--- src/rtl/grn_pkg.sv ---
`default_nettype none
// ============================================================================
// Module      : grn_pkg
// Description : Shared types and constants for the GRN attractor search engine.
// Revision    : 1.0 - initial release
// ============================================================================
package grn_pkg;

    localparam logic [1:0] c_STATUS_NONE    = 2'd0;
    localparam logic [1:0] c_STATUS_FIXED   = 2'd1;
    localparam logic [1:0] c_STATUS_CYCLE   = 2'd2;
    localparam logic [1:0] c_STATUS_TIMEOUT = 2'd3;

    typedef enum logic [1:0] {
        ST_NONE    = c_STATUS_NONE,
        ST_FIXED   = c_STATUS_FIXED,
        ST_CYCLE   = c_STATUS_CYCLE,
        ST_TIMEOUT = c_STATUS_TIMEOUT
    } status_t;

    typedef enum logic [1:0] {
        S_IDLE = 2'd0,
        S_RUN  = 2'd1,
        S_DONE = 2'd2
    } fsm_t;

    // Index width of the history CAM; a single-entry history still needs one bit.
    function automatic int idx_width(input int depth);
        return (depth > 1) ? $clog2(depth) : 1;
    endfunction

endpackage
`default_nettype wire

--- src/rtl/grn_history_cam.sv ---
`default_nettype none
// ============================================================================
// Module      : grn_history_cam
// Description : Shift-register history of past states with parallel compare
//               and lowest-index priority encoding of the match.
// Revision    : 1.0 - initial release
// ============================================================================
module grn_history_cam
    import grn_pkg::*;
#(
    parameter int N_NODES    = 20,
    parameter int HIST_DEPTH = 8,
    localparam int IDX_W     = idx_width(HIST_DEPTH)
) (
    input  logic               clk,
    input  logic               rst,
    input  logic               clear,
    input  logic               push,
    input  logic [N_NODES-1:0] push_data,
    input  logic [N_NODES-1:0] cmp_data,
    output logic               hit,
    output logic [IDX_W-1:0]   hit_idx
);

    logic [N_NODES-1:0]    r_hist [HIST_DEPTH];
    logic [HIST_DEPTH-1:0] r_valid;
    logic [HIST_DEPTH-1:0] w_match;

    always_ff @(posedge clk) begin
        if (rst) begin
            r_valid <= '0;
            for (int i = 0; i < HIST_DEPTH; i++) begin
                r_hist[i] <= '0;
            end
        end else if (clear) begin
            r_valid <= '0;
        end else if (push) begin
            for (int i = HIST_DEPTH - 1; i > 0; i--) begin
                r_hist[i]  <= r_hist[i-1];
                r_valid[i] <= r_valid[i-1];
            end
            r_hist[0]  <= push_data;
            r_valid[0] <= 1'b1;
        end
    end

    for (genvar g = 0; g < HIST_DEPTH; g++) begin : g_cmp
        assign w_match[g] = r_valid[g] && (r_hist[g] == cmp_data);
    end

    // Scan downwards so the lowest matching index (shortest period) wins.
    always_comb begin
        hit_idx = '0;
        for (int j = HIST_DEPTH - 1; j >= 0; j--) begin
            if (w_match[j]) begin
                hit_idx = IDX_W'(j);
            end
        end
    end

    assign hit = |w_match;

endmodule
`default_nettype wire

--- src/rtl/grn_attractor_engine.sv ---
`default_nettype none
// ============================================================================
// Module      : grn_attractor_engine
// Description : Iterates an external Boolean next-state function one step per
//               clock and reports fixed point, limit cycle or timeout.
// Revision    : 1.0 - initial release
// ============================================================================
module grn_attractor_engine
    import grn_pkg::*;
#(
    parameter int N_NODES    = 20,
    parameter int HIST_DEPTH = 8,
    parameter int MAX_STEPS  = 1024,
    localparam int PERIOD_W  = $clog2(HIST_DEPTH + 2),
    localparam int STEPS_W   = $clog2(MAX_STEPS + 1)
) (
    input  logic                clk,
    input  logic                rst,
    input  logic                start,
    input  logic                abort,
    input  logic [N_NODES-1:0]  init_state,
    output logic [N_NODES-1:0]  cur_state,
    input  logic [N_NODES-1:0]  next_state,
    output logic                busy,
    output logic                done,
    output logic [1:0]          status,
    output logic [PERIOD_W-1:0] period,
    output logic [STEPS_W-1:0]  steps,
    output logic [N_NODES-1:0]  attractor_state
);

    localparam int IDX_W = idx_width(HIST_DEPTH);

    fsm_t                r_state, w_state_nxt;
    logic [N_NODES-1:0]  r_cur, r_attr;
    logic [STEPS_W-1:0]  r_step_cnt, r_steps, w_cnt_inc;
    logic [PERIOD_W-1:0] r_period, w_period;
    status_t             r_status, w_status;
    logic                r_done;
    logic                w_hit;
    logic [IDX_W-1:0]    w_hit_idx;
    logic                w_fixed, w_match, w_timeout;
    logic                w_accept, w_finish, w_push;

    grn_history_cam #(
        .N_NODES    (N_NODES),
        .HIST_DEPTH (HIST_DEPTH)
    ) u_cam (
        .clk       (clk),
        .rst       (rst),
        .clear     (w_accept),
        .push      (w_push),
        .push_data (r_cur),
        .cmp_data  (next_state),
        .hit       (w_hit),
        .hit_idx   (w_hit_idx)
    );

    always_comb begin
        w_fixed     = (next_state == r_cur);
        w_match     = w_fixed | w_hit;
        w_cnt_inc   = r_step_cnt + 1'b1;
        w_timeout   = (w_cnt_inc == STEPS_W'(MAX_STEPS));
        w_state_nxt = r_state;
        w_accept    = 1'b0;
        w_finish    = 1'b0;
        w_push      = 1'b0;

        case (r_state)
            S_IDLE: begin
                if (!abort && start) begin
                    w_state_nxt = S_RUN;
                    w_accept    = 1'b1;
                end
            end
            S_RUN: begin
                if (abort) begin
                    w_state_nxt = S_IDLE;
                end else begin
                    w_push = !w_match;
                    if (w_match || w_timeout) begin
                        w_state_nxt = S_DONE;
                        w_finish    = 1'b1;
                    end
                end
            end
            S_DONE: begin
                if (abort) begin
                    w_state_nxt = S_IDLE;
                end else if (start) begin
                    w_state_nxt = S_RUN;
                    w_accept    = 1'b1;
                end
            end
            default: w_state_nxt = S_IDLE;
        endcase

        // Result encoding; a match outranks a timeout in the same cycle.
        if (w_fixed) begin
            w_status = ST_FIXED;
            w_period = PERIOD_W'(1);
        end else if (w_hit) begin
            w_status = ST_CYCLE;
            w_period = PERIOD_W'(w_hit_idx) + PERIOD_W'(2);
        end else begin
            w_status = ST_TIMEOUT;
            w_period = '0;
        end
    end

    always_ff @(posedge clk) begin
        if (rst) begin
            r_state    <= S_IDLE;
            r_cur      <= '0;
            r_step_cnt <= '0;
            r_done     <= 1'b0;
            r_status   <= ST_NONE;
            r_period   <= '0;
            r_steps    <= '0;
            r_attr     <= '0;
        end else begin
            r_state <= w_state_nxt;
            r_done  <= w_finish;
            if (w_accept) begin
                r_cur      <= init_state;
                r_step_cnt <= '0;
                r_status   <= ST_NONE;
                r_period   <= '0;
                r_steps    <= '0;
                r_attr     <= '0;
            end
            if (w_push) begin
                r_cur      <= next_state;
                r_step_cnt <= w_cnt_inc;
            end
            if (w_finish) begin
                r_status <= w_status;
                r_period <= w_period;
                r_steps  <= w_match ? r_step_cnt : w_cnt_inc;
                r_attr   <= next_state;
            end
        end
    end

    assign cur_state       = r_cur;
    assign busy            = (r_state == S_RUN);
    assign done            = r_done;
    assign status          = r_status;
    assign period          = r_period;
    assign steps           = r_steps;
    assign attractor_state = r_attr;

endmodule
`default_nettype wire

--- config.mk ---
export PLATFORM = sky130hd
export DESIGN_NAME = grn_attractor_engine
export DESIGN_NICKNAME = d
export VERILOG_FILES = /design/src/rtl/grn_pkg.sv /design/src/rtl/grn_history_cam.sv /design/src/rtl/grn_attractor_engine.sv
export SDC_FILE = /design/constraint.sdc
export NUM_CORES = 1
export LEC_CHECK = 0
export ABC_AREA = 1
export CORE_ASPECT_RATIO = 1.25
export CORE_MARGIN = 2
export CORE_UTILIZATION = 40
export DETAILED_ROUTE_END_ITERATION = 16
export MAX_ROUTING_LAYER = met4
export PLACE_DENSITY_LB_ADDON = 0.12
export SLEW_MARGIN = 20
export SYNTH_ARGS = -nofsm -noshare
export SYNTH_HDL_FRONTEND = slang
export SYNTH_SLANG_ARGS = --single-unit
--- constraint.sdc ---
create_clock -name clk -period 7.64 [get_ports clk]
set_clock_uncertainty 0.15 [all_clocks]
set_input_delay 1.528 -clock clk [delete_from_list [all_inputs] [get_ports clk]]
set_output_delay 1.528 -clock clk [all_outputs]
set_load 0.1 [all_outputs]
==> key figures, run 1 <==
Run status
  • Status: complete, no violations

Synthesis
  • YS warnings: 0
  • Synth top area share: 38.0%
  • Synth area leaders: edfxtp_1, dfxtp_1, nand2_1
  • Ys async rst share: 0%
  • Cell taking the most area after synthesis: edfxtp_1
  • Most common cell in the netlist: nand2_1
  • Cell variety after synth: 36
  • EDFF count, synth: 160
  • Post-Syn Instances: 1546
  • Mean post-synth cell area: 8.18 sq um
  • Synth Register Bits: 239
  • Primary FF master, synth: edfxtp_1
  • Register area share after synthesis: between 50% and 60%
  • Syn_nets: 1592
  • List of most frequent post-synthesis cells: nand2_1, inv_1, nor2_1
  • Synth Cell Area: around 13000 sq um

Worst setup path
  • CP max FO: 58
  • CP peak stage delay: 0.96 ns
  • Worst setup path class: primary input to register
  • Highest-delay cell along the critical path: clkdlybuf4s50_1
  • Buffers & Inverters on Critical Path: 4
  • Crit-path leading delay family: buffers and inverters
  • Crit path DAT: between 5 and 6 ns
  • Crit path required time: 7.69 ns
  • Most common cell on crit path: nand2_4
  • Worst-path cell chain: clkdlybuf4s50_1 > clkinv_1 > o211ai_1 > nor2_1 > nand3_2 > nand2_1 > nor2_4 > nand3_4 > inv_2 > nand2_4 > nand2_4 > buf_12
  • Startpoint Class: primary input
  • Critical path capture point type: register

Timing
  • RSZ-0062 raised after global routing: no
  • Max Slew Vio Count: 0
  • Final setup fails: 0
  • Fin Setup TNS: 0 ns
  • Worst setup margin: 2.04 ns
  • Final Hold Viols: 0
  • Headroom to the max-slew limit: between 20% and 30%
  • Fmax: 0.178 GHz
  • Tmin final: roughly 5.6 ns
  • Worst Tran Pin Value: about 1.1 ns
  • Final worst-path cycle share: about 73%

Placed design
  • RePlAce Congestion: ~0.94
  • Worst slack, placed: ~1.5 ns
  • Post-DP HPWL: between 30 and 40 mm
  • # port buffers: ~100
  • Placed cells: roughly 2000
  • Dpl cell area: between 10000 and 15000 sq um

Clock tree
  • Root Buffer: clkbuf_16
  • Num CTS Buffers: 27
  • Worst skew pair latency: about 0.54 ns
  • Postcts setup bufs: 0
  • Post-cts gate resize count: 0
  • # hold bufs at CTS: 0
  • Sink Count: about 240
  • H-tree depth: 1
  • Clock Pin Slew Worst Setup and Hold Paths: 0.06 ns
  • CTS tree: yes
  • CTS Buffer Depth: 3

Routing
  • First-pass iteration count of the detailed router: 7
  • Routed WL: roughly 44 mm
  • Post-DR vias/cell: between 5 and 6
  • Wire per inst: between 20 and 25 microns
  • Detail Route Antenna Nets: 0
  • DR vias: around 10000
  • 1st-iter DRT viols: approximately 1100
  • Remaining DRCs: 0

Floorplanning
  • Die Y: around 200 microns
  • Std-Cell Core Area: slightly above 30000 sq um
  • # rows: just over 70
  • Die span in x: between 150 and 200 microns
  • Initial core utilization: 40.8%
  • Die ar.: 33000 sq um
  • IO Pins: roughly 100

Global routing
  • Global route overflow: 0
  • Initial antenna violation count: 0
  • First-pass GRT wire length: around 65 mm
  • Vias in the first global route: 10290
  • GRT Total Usage: between 20% and 30%
  • Largest net degree at the start of global routing: 68

Finish
  • Non-filler instance count after layout: 2047
  • Antenna diode count: 0
  • Post-layout util: between 40% and 50%
  • Layout Area Growth over Synthesis: 16.2%
  • Layout cells sized above 1: 11.9%
  • Final Instance Area: 14700 sq um
  • Final net count: around 1700

Hold path
  • Worst hold path type: register to register

Pwr
  • P per Cell Area: around 220 nW/um^2
  • Worst VDD drop: approximately 150 uV
  • Leakage: ~6 nW

Job
  • MaxCap Viol Count: 0
per-layer routing:
| layer | part of all wire (%) | global-route usage [%] | wire length, microns | up-vias |
|---|---|---|---|---|
| li1 | - | - | - | 5036 |
| met1 | 40 | 34.0 | 17700 | 4917 |
| met2 | 47 | 44.1 | 20500 | 441 |
| met3 | 7.4 | 4.25 | 3220 | 105 |
| met4 | 5.2 | 12.1 | 2280 | 0 |
| met5 | 0 | - | 0 | - |
cell families (layout without fill, tap and decap cells):
logic type	after synthesis	in the layout	synth area share [%]
buffers and inverters	294	388	10.3
and+or+nand+nor	778	778	27.4
adders and majority gates	2	2	0.198
DFF	239	239	50.5
muxes	20	20	1.78
AOI/OAI and AO/OA	175	175	7.12
xor gates and xnor gates	38	38	2.63
stage by stage:
| step | total power [W] | hold slack, ns |
|---|---|---|
| 2_1_floorplan | 0.00185 | 0.286 |
| 3_3_place_gp | 0.00201 | 0.310 |
| 3_5_place_dp | 0.00201 | 0.312 |
| 4_1_cts | 0.00325 | 0.322 |
| 5_1_grt | 0.00334 | 0.338 |
| 6_report | 0.00324 | 0.319 |
power by group:
| group | internal, W | switching [W] | total (W) |
|---|---|---|---|
| sequential | 0.00145 | 0.0000596 | 0.00151 |
| combinational | 0.000129 | 0.000343 | 0.000472 |
| clock | 0.000712 | 0.000540 | 0.00125 |
| total | 0.00230 | 0.000942 | 0.00324 |
final timing paths:
check / from / to / slack (ns) / cells after the start
worst min register to register: steps[6]$_SDFFE_PP0P_ / steps[6]$_SDFFE_PP0P_ / 0.32 / 2
worst max-delay path: next_state[3] / u_cam.r_hist[0][33]$_SDFFCE_PN0P_ / 2.04 / 12
worst min-delay path: steps[6]$_SDFFE_PP0P_ / steps[6]$_SDFFE_PP0P_ / 0.32 / 2
worst max register to register: u_cam.r_hist[0][128]$_SDFFCE_PN0P_ / u_cam.r_hist[0][33]$_SDFFCE_PN0P_ / 4.14 / 14
cell type report:
class	count	area (sq um)
clock buffers	33	698
clock inverters	15	120
fillers	3112	16300
inverters	224	841
multi-input cells	1013	4970
flip-flops and latches	239	6390
well taps	407	509
repair buffers	116	1160
tightest hold or removal path, stage by stage, from the launching register on:
cell	delay, ns
dfxtp_1	0.31
nand4_1	0.07
nand2_1	0.04
sequential cells by signal, summed over array words and instances (netlist names):
| signal | cells |
|---|---|
| u_cam.r_hist | 160 |
| attractor_state | 20 |
| cur_state | 20 |
| r_step_cnt | 11 |
| steps | 11 |
| u_cam.r_valid | 8 |
| period | 4 |
| r_state | 2 |
| status | 2 |
| done | 1 |
cell usage in the layout, fill, tap and decap left out, types with 5 or more instances in the layout:
| cell type | instances |
|---|---|
| edfxtp_1 | 160 |
| inv_1 | 206 |
| nor2_2 | 80 |
| clkbuf_16 | 27 |
| nand3_1 | 35 |
| mux2_2 | 20 |
| o21ai_1 | 26 |
| nor3_1 | 5 |
| clkinv_1 | 9 |
| o21ai_0 | 102 |
| o211ai_1 | 7 |
| xnor2_1 | 24 |
| a21oi_1 | 38 |
| nand4_1 | 41 |
| nand3_2 | 7 |
| buf_4 | 11 |
| clkbuf_1 | 6 |
| inv_2 | 16 |
| nand2_1 | 395 |
| clkdlybuf4s50_1 | 102 |
| nor2_1 | 190 |
| clkinv_2 | 5 |
| nor2_4 | 13 |
| dfxtp_1 | 79 |
| xor2_1 | 14 |
No activity file was read; power rests on OpenSTA's default activity.
==> inputs of run 2 (changes only) <==
==> constraint.sdc (replaced) <==
create_clock -name clk -period 5.8 [get_ports clk]
set_clock_uncertainty 0.15 [all_clocks]
set_input_delay 1.16 -clock clk [delete_from_list [all_inputs] [get_ports clk]]
set_output_delay 1.16 -clock clk [all_outputs]
set_load 0.1 [all_outputs]
==> key figures, run 2 (synthesis results as in run 1) <==
Run status
  • Status: complete, no violations

Floorplanning
  • Die span in x: between 150 and 200 microns
  • # rows: 72
  • Initial core utilization: 40.8%
  • Std-Cell Core Area: between 30000 and 40000 sq um
  • IO Pins: approximately 100
  • Die ar.: about 33000 sq um
  • Die Y: just over 200 microns

Hold path
  • Worst hold path type: register to register
  • Worst Hold End: period[2]$_SDFFE_PP0P_
  • Hold_sp: period[2]$_SDFFE_PP0P_
  • WHS Path Cells: 2

Worst setup path
  • Worst reg2reg path endpoint: u_cam.r_hist[0][72]$_SDFFCE_PN0P_
  • R2R depth: 14
  • Worst-path cell chain: clkdlybuf4s50_1 > clkinv_1 > o211ai_1 > nor2_1 > nand3_2 > nand2_1 > nor2_4 > nand3_4 > inv_2 > nand2_4 > nand2_8 > buf_4
  • Crit path required time: around 6 ns
  • Reg-to-reg slack, setup: around 2.7 ns
  • Critical path capture point type: register
  • Crit-path leading delay family: buffers and inverters
  • Buffers & Inverters on Critical Path: 4
  • Worst setup path class: primary input to register
  • Highest-delay cell along the critical path: clkdlybuf4s50_1
  • CP peak stage delay: 1.08 ns
  • R2r startpoint: u_cam.r_hist[0][152]$_SDFFCE_PN0P_
  • CP max FO: approximately 40
  • Crit path DAT: approximately 5.3 ns
  • Startpoint Class: primary input

Global routing
  • Initial antenna violation count: 1
  • Vias in the first global route: 10308
  • GRT Total Usage: between 20% and 30%
  • Global route overflow: 0
  • Largest net degree at the start of global routing: 63
  • First-pass GRT wire length: 63.1 mm

Timing
  • Worst Tran Pin Value: roughly 1.0 ns
  • Final Hold Viols: 0
  • Tmin final: about 5.2 ns
  • Min Hold Slack: 0.321 ns
  • Headroom to the max-slew limit: just over 30%
  • Fmax: 0.192 GHz
  • Final setup fails: 0
  • Max Slew Vio Count: 0
  • Fin Setup TNS: 0 ns
  • Final worst-path cycle share: approximately nine tenths
  • RSZ-0062 raised after global routing: no

Clock tree
  • Root Buffer: clkbuf_16
  • Worst skew pair latency: about 0.56 ns
  • CTS tree: yes
  • Post-cts gate resize count: 0
  • Clock Pin Slew Worst Setup and Hold Paths: approximately 0.060 ns
  • Postcts setup bufs: 0
  • Num CTS Buffers: 27
  • Sink Count: 239
  • CTS Buffer Depth: 3
  • # hold bufs at CTS: 0
  • H-tree depth: 1

Finish
  • Most frequent cells in the layout: nand2_1, inv_1, nor2_1
  • Layout cells sized above 1: around an eighth
  • Fillers: roughly 3000
  • Antenna diode count: 0
  • Biggest register: u_cam.r_hist
  • Layout Area Growth over Synthesis: 19.1%
  • Max reg flops: 160
  • Most common cell after layout, fill and taps aside: nand2_1
  • Non-filler instance count after layout: around 2100
  • Final net count: between 1500 and 2000

Routing
  • Post-DR vias/cell: between 5 and 6
  • Routed WL: approximately 43 mm
  • First-pass iteration count of the detailed router: 6
  • Wire per inst: ~21 microns
  • Remaining DRCs: 0
  • Detail Route Antenna Nets: 0
  • 1st-iter DRT viols: roughly 910
  • DR vias: approximately 11000

Pwr
  • P per Cell Area: around 300 nW/um^2
  • Leakage: 6.16 nW
  • Power, Total: about 0.0045 W
  • Worst VDD drop: ~320 uV

Placed design
  • Placed cells: 2018
  • RePlAce Congestion: slightly above 0.9
  • # port buffers: 102
  • Post-DP HPWL: approximately 30 mm

Job
  • MaxCap Viol Count: 0
-- run 2: where the power goes --
group	switching (W)	total, W	internal [W]
clock	0.000739	0.00183	0.00109
combinational	0.000452	0.000638	0.000186
sequential	0.0000751	0.00199	0.00192
-- run 2: tightest hold or removal path, delay by kind of cell (launching register included) --
family,cells,cell delay [ns]
DFF,1,0.31
and+or+nand+nor,2,0.12
-- run 2: per-stage QoR --
step | utilization (%) | cell area, sq um | setup WS [ns]
final | 48.6 | 15100 | 0.578
after global routing | 48.6 | 15100 | 0.473
after CTS | 48.6 | 15100 | 0.678
after detailed placement | 45.5 | 14100 | 0.106
after global placement | 45.5 | 14100 | 0.158
after floorplan | - | 12600 | 0.730
-- run 2: worst max path at each step --
| stage | slack, ns | to | startpoint | cells past startpoint |
|---|---|---|---|---|
| after floorplan | 0.73 | u_cam.r_hist[0][0]$_SDFFCE_PN0P_ | r_state[0]$_SDFFE_PP0P_ | 7 |
| after global placement | 0.16 | u_cam.r_hist[0][14]$_SDFFCE_PN0P_ | next_state[3] | 12 |
| after detailed placement | 0.11 | u_cam.r_hist[0][14]$_SDFFCE_PN0P_ | next_state[3] | 12 |
| after CTS | 0.68 | u_cam.r_hist[0][72]$_SDFFCE_PN0P_ | next_state[3] | 12 |
| after global routing | 0.47 | u_cam.r_hist[0][72]$_SDFFCE_PN0P_ | next_state[3] | 12 |
| final | 0.58 | u_cam.r_hist[0][72]$_SDFFCE_PN0P_ | next_state[3] | 12 |
-- run 2: routing by layer --
layer  GRT usage (%)  up-vias  wire length [microns]
met2            42.4      370                  20100
li1                -     5081                      -
met4            15.2        0                   2730
met3            4.70      111                   2710
met1            31.9     5007                  17300
met5               -        -                      0
-- run 2: cell type report --
| cell class | instances | area [sq um] | share of cell area (%) |
|---|---|---|---|
| inverter | 224 | 841 | 5.59 |
| multi-input combinational | 1013 | 4980 | 33.1 |
| timing repair buffer | 135 | 1390 | 9.26 |
| clock buffer | 38 | 833 | 5.54 |
| sequential | 239 | 6390 | 42.4 |
| clock inverter | 12 | 113 | 0.748 |
| tap | 407 | 509 | 3.38 |
==> inputs of run 3 (changes only) <==
--- a/config.mk
+++ b/config.mk
@@ -6,13 +6,11 @@
 export NUM_CORES = 1
 export LEC_CHECK = 0
 export ABC_AREA = 1
-export CORE_ASPECT_RATIO = 1.25
 export CORE_MARGIN = 2
 export CORE_UTILIZATION = 40
 export DETAILED_ROUTE_END_ITERATION = 16
 export MAX_ROUTING_LAYER = met4
 export PLACE_DENSITY_LB_ADDON = 0.12
-export SLEW_MARGIN = 20
 export SYNTH_ARGS = -nofsm -noshare
 export SYNTH_HDL_FRONTEND = slang
 export SYNTH_SLANG_ARGS = --single-unit
==> constraint.sdc (replaced) <==
create_clock -name clk -period 4.8 [get_ports clk]
set_clock_uncertainty 0.15 [all_clocks]
set_input_delay 0.96 -clock clk [delete_from_list [all_inputs] [get_ports clk]]
set_output_delay 0.96 -clock clk [all_outputs]
set_load 0.1 [all_outputs]
==> key figures, run 3 (synthesis results as in run 1) <==
Worst setup path
  • Worst reg2reg path endpoint: u_cam.r_hist[0][120]$_SDFFCE_PN0P_
  • R2R depth: 13
  • CP max FO: 26
  • Critical path capture point type: register
  • Reg-to-reg slack, setup: about 1.9 ns
  • Startpoint Class: primary input
  • Crit path required time: slightly below 5 ns
  • Worst setup path class: primary input to register
  • Crit path DAT: about 4 ns
  • R2r startpoint: u_cam.r_hist[0][49]$_SDFFCE_PN0P_

Hold path
  • Worst Hold End: steps[4]$_SDFFE_PP0P_
  • Hold_sp: steps[4]$_SDFFE_PP0P_
  • Worst hold path type: register to register
  • WHS Path Cells: 2

Routing
  • Wire per inst: around 20 microns
  • Remaining DRCs: 0
  • Post-DR vias/cell: about 5
  • Detail Route Antenna Nets: 0
  • DR vias: 10499
  • 1st-iter DRT viols: 983
  • Routed WL: roughly 42 mm
  • First-pass iteration count of the detailed router: 5

Timing
  • Worst Tran Pin Value: just over 1 ns
  • Final setup fails: 0
  • Tmin final: around 3.8 ns
  • Fmax: ~0.26 GHz
  • Fin Setup TNS: 0 ns
  • RSZ-0062 raised after global routing: no
  • Max Slew Vio Count: 0
  • Final worst-path cycle share: about four fifths
  • Headroom to the max-slew limit: around 31%
  • Worst setup margin: ~0.97 ns
  • Final Hold Viols: 0

Placed design
  • Dpl cell area: about 14000 sq um
  • Worst slack, placed: about 0.42 ns
  • # port buffers: slightly above 100
  • Post-DP HPWL: between 30 and 40 mm
  • RePlAce Congestion: about 0.95

Floorplanning
  • # rows: 65
  • Die ar.: about 33000 sq um
  • Die Y: around 180 microns
  • IO Pins: about 100
  • Std-Cell Core Area: between 30000 and 40000 sq um
  • Die span in x: around 180 microns
  • Initial core utilization: roughly two fifths

Finish
  • Layout cells sized above 1: about 14%
  • Final net count: about 1700
  • Most frequent cells in the layout: nand2_1, inv_1, nor2_1
  • Antenna diode count: 0
  • Max reg flops: 160
  • Layout Area Growth over Synthesis: 19.1%
  • Biggest register: u_cam.r_hist
  • Most common cell after layout, fill and taps aside: nand2_1
  • Final Instance Area: around 15000 sq um
  • Fillers: slightly above 3000

Global routing
  • Global route overflow: 0
  • Largest net degree at the start of global routing: 44
  • Vias in the first global route: 9897
  • GRT Total Usage: 25.9%
  • Initial antenna violation count: 2
  • First-pass GRT wire length: slightly above 60 mm

Clock tree
  • CTS Buffer Depth: 3
  • Clock Pin Slew Worst Setup and Hold Paths: 0.06 ns
  • CTS tree: yes
  • Postcts setup bufs: 0
  • Post-cts gate resize count: 0
  • # hold bufs at CTS: 0
  • Root Buffer: clkbuf_16
  • H-tree depth: 1
  • Worst skew pair latency: 0.56 ns
  • Sink Count: 239
  • Num CTS Buffers: 28

Pwr
  • Worst VDD drop: ~270 uV
  • Leakage: around 6.2 nW
  • Power, Total: roughly 0.0053 W
  • P per Cell Area: roughly 350 nW/um^2

Run status
  • Status: complete, no violations

Job
  • MaxCap Viol Count: 0
run 3: cell types whose count changed in the layout (fill, tap and decap cells not counted), moves of 3 or more:
| cell | change |
|---|---|
| buf_4 | +15 |
| clkbuf_16 | -3 |
| buf_12 | -3 |
| clkbuf_1 | +4 |
| clkbuf_8 | +3 |
run 3: how the worst max path moves through the flow:
stage / from / to / slack (ns)
finish: next_state[7] / u_cam.r_hist[0][120]$_SDFFCE_PN0P_ / 0.97
global route: next_state[7] / u_cam.r_hist[0][120]$_SDFFCE_PN0P_ / 0.85
CTS: next_state[7] / u_cam.r_hist[0][120]$_SDFFCE_PN0P_ / 0.98
detailed placement: next_state[7] / u_cam.r_hist[0][144]$_SDFFCE_PN0P_ / 0.42
global placement: next_state[7] / u_cam.r_hist[0][144]$_SDFFCE_PN0P_ / 0.49
floorplan: r_state[0]$_SDFFE_PP0P_ / u_cam.r_hist[0][0]$_SDFFCE_PN0P_ / 0.58
run 3: per-stage QoR:
step           cells  util [%]  hold slack (ns)
2_1_floorplan   1546         -            0.286
6_report        2077      48.1            0.314
3_3_place_gp    2025      45.2            0.307
3_5_place_dp    2025      45.2            0.311
5_1_grt         2077      48.1            0.333
4_1_cts         2077      48.1            0.320
run 3: area by class of cell:
type | count | area (sq um) | share of cell area [%]
tap | 402 | 503 | 3.34
multi-input combinational | 1013 | 4980 | 33.1
clock inverter | 10 | 87.6 | 0.582
timing repair buffer | 147 | 1450 | 9.61
inverter | 224 | 841 | 5.59
clock buffer | 42 | 815 | 5.41
sequential | 239 | 6390 | 42.4
run 3: worst max-delay path: stages:
cell             delay [ns]
clkdlybuf4s50_1        0.71
inv_2                  0.43
nand2_1                0.09
nand2_1                0.09
nor2_1                 0.04
nand2_1                0.10
nor2_1                 0.08
nand3_2                0.07
nand2_1                0.11
nor2_4                 0.21
nand3_4                0.13
inv_2                  0.16
nand2_4                0.09
nand2_8                0.23
buf_4                  0.36
run 3: where the power goes:
part | internal (W) | switching [W]
Clock | 0.00122 | 0.000865
Combinational | 0.000227 | 0.000548
Sequential | 0.00231 | 0.0000875
run 3: routing by layer:
| layer | global-route usage, % | vias up | part of all wire [%] |
|---|---|---|---|
| met2 | 40.1 | 311 | 45 |
| met5 | - | - | 0 |
| met1 | 36.0 | 5009 | 46 |
| li1 | - | 5120 | - |
| met3 | 3.41 | 59 | 5.9 |
| met4 | 6.67 | 0 | 2.7 |
